--- config.mk ---
export PLATFORM = sky130hd
export DESIGN_NAME = wishbone_arbiter
export DESIGN_NICKNAME = d
export VERILOG_FILES = /design/src/rtl/wb_arbiter_pkg.sv /design/src/rtl/wb_watchdog.sv /design/src/rtl/wishbone_arbiter.sv
export SDC_FILE = /design/constraint.sdc
export NUM_CORES = 1
export LEC_CHECK = 0
export CORE_AREA = 2 2 107 109
export CTS_CLUSTER_DIAMETER = 150
export DETAILED_ROUTE_END_ITERATION = 12
export DIE_AREA = 0 0 109 111
export PLACE_DENSITY = 0.68
export SYNTH_ARGS = -nofsm -noshare
export SYNTH_HDL_FRONTEND = slang
export SYNTH_HIERARCHICAL = 1
export SYNTH_SLANG_ARGS = --single-unit
--- constraint.sdc ---
create_clock -name CLK_I -period 2.5 [get_ports CLK_I]
set_input_delay 0.375 -clock CLK_I [delete_from_list [all_inputs] [get_ports CLK_I]]
set_output_delay 0.375 -clock CLK_I [all_outputs]
set_load 0.005 [all_outputs]
--- src/rtl/wb_arbiter_pkg.sv ---
// Shared definitions for the two-master Wishbone arbiter: state encoding,
// master indices and the default watchdog limit.
package wb_arbiter_pkg;

   typedef enum logic [1:0] {
      IDLE      = 2'b00,
      GNT_INST  = 2'b01,
      GNT_DATA  = 2'b10,
      ERR_PULSE = 2'b11
   } arb_state_e;

   localparam logic MASTER_INST = 1'b0;
   localparam logic MASTER_DATA = 1'b1;

   localparam int unsigned DEFAULT_TIMEOUT_CYCLES = 32'd1024;

   // Grant state that serves the given master index.
   function automatic arb_state_e grant_state(input logic master);
      return (master == MASTER_INST) ? GNT_INST : GNT_DATA;
   endfunction

endpackage

--- src/rtl/wb_watchdog.sv ---
// Saturating per-transaction cycle counter; expired_o is registered and goes
// high once the count has reached TIMEOUT_CYCLES-1.
module wb_watchdog
   import wb_arbiter_pkg::*;
#(
   parameter int unsigned TIMEOUT_CYCLES = DEFAULT_TIMEOUT_CYCLES,
   parameter int unsigned TIMEOUT_WIDTH  = 32'd16
) (
   input  logic clk_i,
   input  logic rst_ni,
   input  logic clear_i,
   input  logic enable_i,
   output logic expired_o
);

   localparam logic [TIMEOUT_WIDTH-1:0] LIMIT = TIMEOUT_WIDTH'(TIMEOUT_CYCLES - 32'd1);
   localparam logic [TIMEOUT_WIDTH-1:0] ONE   = TIMEOUT_WIDTH'(32'd1);

   logic [TIMEOUT_WIDTH-1:0] count_q, count_d;
   logic                     expired_q, expired_d;

   // Next-state: clear dominates, counting stops at all-ones instead of wrapping.
   always_comb begin
      count_d   = count_q;
      expired_d = expired_q;
      if (clear_i) begin
         count_d   = '0;
         expired_d = 1'b0;
      end else if (enable_i) begin
         count_d   = (&count_q) ? count_q : (count_q + ONE);
         expired_d = (count_d >= LIMIT);
      end else begin
         count_d   = count_q;
         expired_d = expired_q;
      end
   end

   // Counter and expiry flag registers.
   always_ff @(posedge clk_i or negedge rst_ni) begin
      if (!rst_ni) begin
         count_q   <= '0;
         expired_q <= 1'b0;
      end else begin
         count_q   <= count_d;
         expired_q <= expired_d;
      end
   end

   assign expired_o = expired_q;

endmodule

--- src/rtl/wishbone_arbiter.sv ---
// Round-robin arbiter merging the fetch and load/store Wishbone masters onto
// the memory controller's single CPU port, with a per-grant ACK watchdog.
module wishbone_arbiter
   import wb_arbiter_pkg::*;
#(
   parameter int unsigned TIMEOUT_CYCLES = DEFAULT_TIMEOUT_CYCLES,
   parameter int unsigned TIMEOUT_WIDTH  = 32'd16
) (
   input  logic        CLK_I,
   input  logic        RST_I,
   input  logic        inst_CYC_I,
   input  logic        inst_STB_I,
   input  logic [31:0] inst_ADR_I,
   output logic [31:0] inst_DAT_O,
   output logic        inst_ACK_O,
   output logic        inst_ERR_O,
   input  logic        data_CYC_I,
   input  logic        data_STB_I,
   input  logic        data_WE_I,
   input  logic [3:0]  data_SEL_I,
   input  logic [31:0] data_ADR_I,
   input  logic [31:0] data_DAT_I,
   output logic [31:0] data_DAT_O,
   output logic        data_ACK_O,
   output logic        data_ERR_O,
   output logic        mem_CYC_O,
   output logic        mem_STB_O,
   output logic        mem_WE_O,
   output logic [3:0]  mem_SEL_O,
   output logic [31:0] mem_ADR_O,
   output logic [31:0] mem_DAT_O,
   input  logic [31:0] mem_DAT_I,
   input  logic        mem_ACK_I
);

   arb_state_e state_q;
   logic       last_grant_q;
   logic       inst_req_s, data_req_s;
   logic       wd_clear_s, wd_enable_s, wd_expired_s;

   assign inst_req_s  = inst_CYC_I & inst_STB_I;
   assign data_req_s  = data_CYC_I & data_STB_I;
   assign wd_clear_s  = (state_q != GNT_INST) && (state_q != GNT_DATA);
   assign wd_enable_s = ~wd_clear_s & ~mem_ACK_I;

   wb_watchdog #(
      .TIMEOUT_CYCLES (TIMEOUT_CYCLES),
      .TIMEOUT_WIDTH  (TIMEOUT_WIDTH)
   ) u_watchdog (
      .clk_i     (CLK_I),
      .rst_ni    (RST_I),
      .clear_i   (wd_clear_s),
      .enable_i  (wd_enable_s),
      .expired_o (wd_expired_s)
   );

   // Arbitration FSM. ACK beats both abort and timeout so a late ACK on the
   // expiry cycle still completes normally; every exit passes through IDLE.
   always_ff @(posedge CLK_I or negedge RST_I) begin
      if (!RST_I) begin
         state_q      <= IDLE;
         last_grant_q <= MASTER_DATA;
      end else begin
         case (state_q)
            IDLE: begin
               if (inst_req_s && (!data_req_s || (last_grant_q == MASTER_DATA))) begin
                  state_q <= grant_state(MASTER_INST);
               end else if (data_req_s) begin
                  state_q <= grant_state(MASTER_DATA);
               end else begin
                  state_q <= IDLE;
               end
            end
            GNT_INST: begin
               if (mem_ACK_I || !inst_CYC_I) begin
                  state_q      <= IDLE;
                  last_grant_q <= MASTER_INST;
               end else if (wd_expired_s) begin
                  state_q      <= ERR_PULSE;
                  last_grant_q <= MASTER_INST;
               end else begin
                  state_q <= GNT_INST;
               end
            end
            GNT_DATA: begin
               if (mem_ACK_I || !data_CYC_I) begin
                  state_q      <= IDLE;
                  last_grant_q <= MASTER_DATA;
               end else if (wd_expired_s) begin
                  state_q      <= ERR_PULSE;
                  last_grant_q <= MASTER_DATA;
               end else begin
                  state_q <= GNT_DATA;
               end
            end
            ERR_PULSE: state_q <= IDLE;
            default:   state_q <= IDLE;
         endcase
      end
   end

   // Bus steering. Everything is zero outside a grant, so the async reset of
   // state_q alone forces all outputs low without waiting for a clock.
   always_comb begin
      mem_CYC_O  = 1'b0;
      mem_STB_O  = 1'b0;
      mem_WE_O   = 1'b0;
      mem_SEL_O  = 4'h0;
      mem_ADR_O  = 32'h0000_0000;
      mem_DAT_O  = 32'h0000_0000;
      inst_DAT_O = 32'h0000_0000;
      inst_ACK_O = 1'b0;
      inst_ERR_O = 1'b0;
      data_DAT_O = 32'h0000_0000;
      data_ACK_O = 1'b0;
      data_ERR_O = 1'b0;
      case (state_q)
         GNT_INST: begin
            mem_CYC_O  = inst_CYC_I;
            mem_STB_O  = inst_STB_I;
            mem_SEL_O  = 4'hF;
            mem_ADR_O  = inst_ADR_I;
            inst_ACK_O = mem_ACK_I;
            inst_DAT_O = mem_DAT_I;
            data_DAT_O = mem_DAT_I;
         end
         GNT_DATA: begin
            mem_CYC_O  = data_CYC_I;
            mem_STB_O  = data_STB_I;
            mem_WE_O   = data_WE_I;
            mem_SEL_O  = data_SEL_I;
            mem_ADR_O  = data_ADR_I;
            mem_DAT_O  = data_DAT_I;
            data_ACK_O = mem_ACK_I;
            inst_DAT_O = mem_DAT_I;
            data_DAT_O = mem_DAT_I;
         end
         ERR_PULSE: begin
            inst_ERR_O = (last_grant_q == MASTER_INST);
            data_ERR_O = (last_grant_q == MASTER_DATA);
         end
         IDLE: begin
            mem_CYC_O = 1'b0;
         end
         default: begin
            mem_CYC_O = 1'b0;
         end
      endcase
   end

endmodule

==> flow_summary.yaml, run 1 <==
detailed_routing:
  wl_um: 15000
  firstDrtPassIters: 5
  met3_length_um: 1800
  wl_met2_um: 6540
  first_iter_violations: 231
  dr.max_layer_used: "met4"
  via_count: 3484
  wl_met1_um: 6350
  viasPerCell: 4.77
  drt-wirelength-per-cell_um: 20.5
  antenna_left: 0
  drc_errors: 0
power_and_ir_drop:
  vdd_ir_drop_max_mv: 0.218
  p_clk_share_pct: 21.4
  p_sw_mw: 0.555
  leakagePower_nw: 2.04
  powerDensity_nw_per_um2: 319
  seq_power_share_pct: 19.9
  combPwrFrac_pct: 58.7
  switching_share_pct: 31.7
  intPower_mw: 1.20
yosys:
  syn_inst: 355
  ys_top_cells_by_area: "dfrtp_1 18%, and2_1 16%, a22oi_1 9.7%"
  yosys_most_used_dff: "dfrtp_1"
  yosysWarnings: 6
  async_reset_ff_share_pct: 100
  synth_area_leader_cell: "dfrtp_1"
  synth_edf_count: 0
  post_synth_instance_area_um2: 2700
  synth.top_cell.area_share_pct: 17.6
  synth_cell_types: 52
  ys_ff_latch: 20
  yosysSeqAreaShare_pct: 18.6
  synth_fp_nets: 502
  syn_area_per_cell_um2: 7.61
layout:
  fillers: 1027
  postLayoutCoreUtil_pct: 49.6
  stdcell_area_um2: 5490
  drive_above_1_share_pct: 6.31
  mostFrequentLayoutCells: "275 x clkdlybuf4s50_1, 67 x and2_1, 52 x nor2_1"
  area_growth_pct: 103
  nNetsFinal: 734
  final_common_cell: "clkdlybuf4s50_1"
grt:
  grt_use_total_pct: 23.9
  grt_max_degree: 37
  antenna_found_initial: 3
  first_global_vias: 3435
  grt_overflow: 0
  grt_pass1_wl_um: 21500
floorplanning:
  initial_core_util_pct: 24.4
  ios: 279
  die_w_um: 109
  die_area_um2: 12100
  core_region_area_um2: 11100
  rows: 39
  die_h_um: 111
placed_design:
  post_dp_cell_area_um2: 5350
  port_buffers: 278
  gp_congestion: 1.01
  place_ws_ns: 0.191
  dp_hpwl_um: 12600
worst_setup_path:
  critPathArrivalTime_ns: 2.09
  end_kind: "primary output"
  path_buf_inv: 4
  crit_fanout: 23
  cpMaxStageDelayCell: "clkdlybuf4s50_1"
  crit_chain: "inv_1 > ha_1 > inv_1 > buf_6 > nor2_1 > clkdlybuf4s50_1"
  start_kind: "flop"
  ff2ff_path_depth: 10
  required_ns: 2.12
  path_delay_family: "buffers and inverters"
  cpMostUsedCell: "inv_1"
  path_class: "reg2out"
  crit_cells: 6
  slowest_delay_ns: 0.53
clock_tree:
  htree_levels: 1
  cts_buffers: 3
  hold_buffers: 0
  cts_tree: "yes"
  clkTransAtPathRegs_ns: 0.06
  root_buffer: "clkbuf_16"
  clk-insertion-delay-late_ns: 0.26
  clock_sinks: 20
  clockBufferDepth: 2
job:
  maxCapViolations: 0
sta:
  post-route-min-period_ns: 2.47
  slew_violations: 0
  hold_slack_ns: 0.464
  rsz0062_at_grt: "true"
  setup_viol_count_final: 0
  clock-skew-final_ns: 0.00273
  finalCritPeriodShare_pct: 98.8
  max_freq_mhz: 405
  maxSlewHeadroom_pct: 67.5
  fin_ws_ns: 0.0301
  hold_viol_final: 0
  worst_slew_pin_slew_ns: 0.485
hold_path:
  hold_path.class: "in2async"
run_status:
  outcome: "finished, final reports clean"
[cell families (layout without fill, tap and decap cells)]
logic type | count (synthesis) | after routing | share of synthesized area [%]
AND/OR/NAND/NOR | 179 | 179 | 38.6
buffers and inverters | 68 | 299 | 16.0
AO/OA/AOI/OAI | 66 | 66 | 18.5
flip-flops | 20 | 20 | 18.6
XOR/XNOR | 11 | 11 | 3.57
adder cells (fa/ha/maj) | 7 | 7 | 3.24
multiplexers | 4 | 4 | 1.53
other | 0 | 2 | 0
[flip-flops by register name (all words and copies together) (netlist names)]
signal / cells
u_watchdog/count_q: 16
u_watchdog/expired_o: 1
last_grant_q: 1
state_q: 2
[layout make-up]
class | count | area, um^2 | share of cell area, %
timing repair buffer | 289 | 2910 | 53.0
tap | 143 | 179 | 3.26
antenna | 2 | 5.00 | 0.0911
inverter | 6 | 22.5 | 0.410
sequential | 20 | 502 | 9.13
multi-input combinational | 267 | 1780 | 32.5
clock buffer | 4 | 88.8 | 1.62
[per-stage QoR]
step	instances	power, mW	TNS, ns
after floorplan	355	0.732	0
after global placement	723	1.35	0
after detailed placement	723	1.36	0
after CTS	727	1.74	0
after global routing	730	1.84	-0.507
final	731	1.75	0
[final timing paths]
check | slack (ns) | endpoint | startpoint
max reg2reg | 0.26 | u_watchdog/count_q[3] | state_q[1]
max in group asynchronous | 1.77 | last_grant_q | RST_I
min | 0.46 | u_watchdog/count_q[12] | RST_I
max | 0.03 | mem_STB_O | state_q[1]
min in group CLK_I | 0.61 | u_watchdog/count_q[1] | u_watchdog/count_q[1]
min reg2reg | 0.61 | u_watchdog/count_q[1] | u_watchdog/count_q[1]
[layer usage]
layer / vias up / GRT usage [%]
met4: 0 / 7.09
met5: - / 0
met2: 208 / 35.0
met1: 1601 / 33.7
li1: 1662 / -
met3: 13 / 6.88
[Yosys cell counts, types with 3 or more instances]
cell type,number
xnor2_1,6
dfrtp_1,19
buf_6,3
nand4_1,6
inv_1,6
nand2_1,11
nand3_1,8
mux2i_1,3
xor2_1,5
buf_2,9
nor2_1,53
clkbuf_1,14
o2111ai_1,3
o21ai_0,5
o31ai_1,3
nor3_1,7
buf_4,35
a21oi_1,10
and2_1,68
a22oi_1,35
nand4_4,3
ha_1,7
[worst reg2reg max path: stages (launching register included)]
cell and delay [ns]:
dfrtp_1 0.40, inv_1 0.12, ha_1 0.34, inv_1 0.09
buf_6 0.18, nor2_1 0.11, buf_4 0.20, o41a_1 0.30
nand3_1 0.14, xor2_1 0.17, nor2_1 0.05
[power by group through the flow]
stage                     Clock, mW  Combinational [mW]  Sequential [mW]
after global routing          0.397                1.09            0.350
final                         0.375                1.03            0.349
after floorplan                   0               0.380            0.351
after global placement            0               0.996            0.354
after detailed placement          0                1.00            0.355
after CTS                     0.375                1.01            0.349
[timing repair]
item | 4_1_cts | 5_1_grt
pin swaps | 0 | 0
setup buffers | 0 | 2
resized for setup | 5 | 8
endpoints found under the setup margin | 53 | 87
(Power assumes the default switching activity.)
==> run 2: changes to the inputs <==
--- a/config.mk
+++ b/config.mk
@@ -14,3 +14,4 @@
 export SYNTH_HDL_FRONTEND = slang
 export SYNTH_HIERARCHICAL = 1
 export SYNTH_SLANG_ARGS = --single-unit
+export TNS_END_PERCENT = 5
==> results of run 2 <==
No change in the layout: final DEF, timing and power equal those of run 1.
==> run 3: changes to the inputs <==
--- a/config.mk
+++ b/config.mk
@@ -5,6 +5,7 @@
 export SDC_FILE = /design/constraint.sdc
 export NUM_CORES = 1
 export LEC_CHECK = 0
+export ABC_CLOCK_PERIOD_IN_PS = 2500
 export CORE_AREA = 2 2 107 109
 export CTS_CLUSTER_DIAMETER = 150
 export DETAILED_ROUTE_END_ITERATION = 12
==> results of run 3 <==
No change in the layout: final DEF, timing and power equal those of run 1.
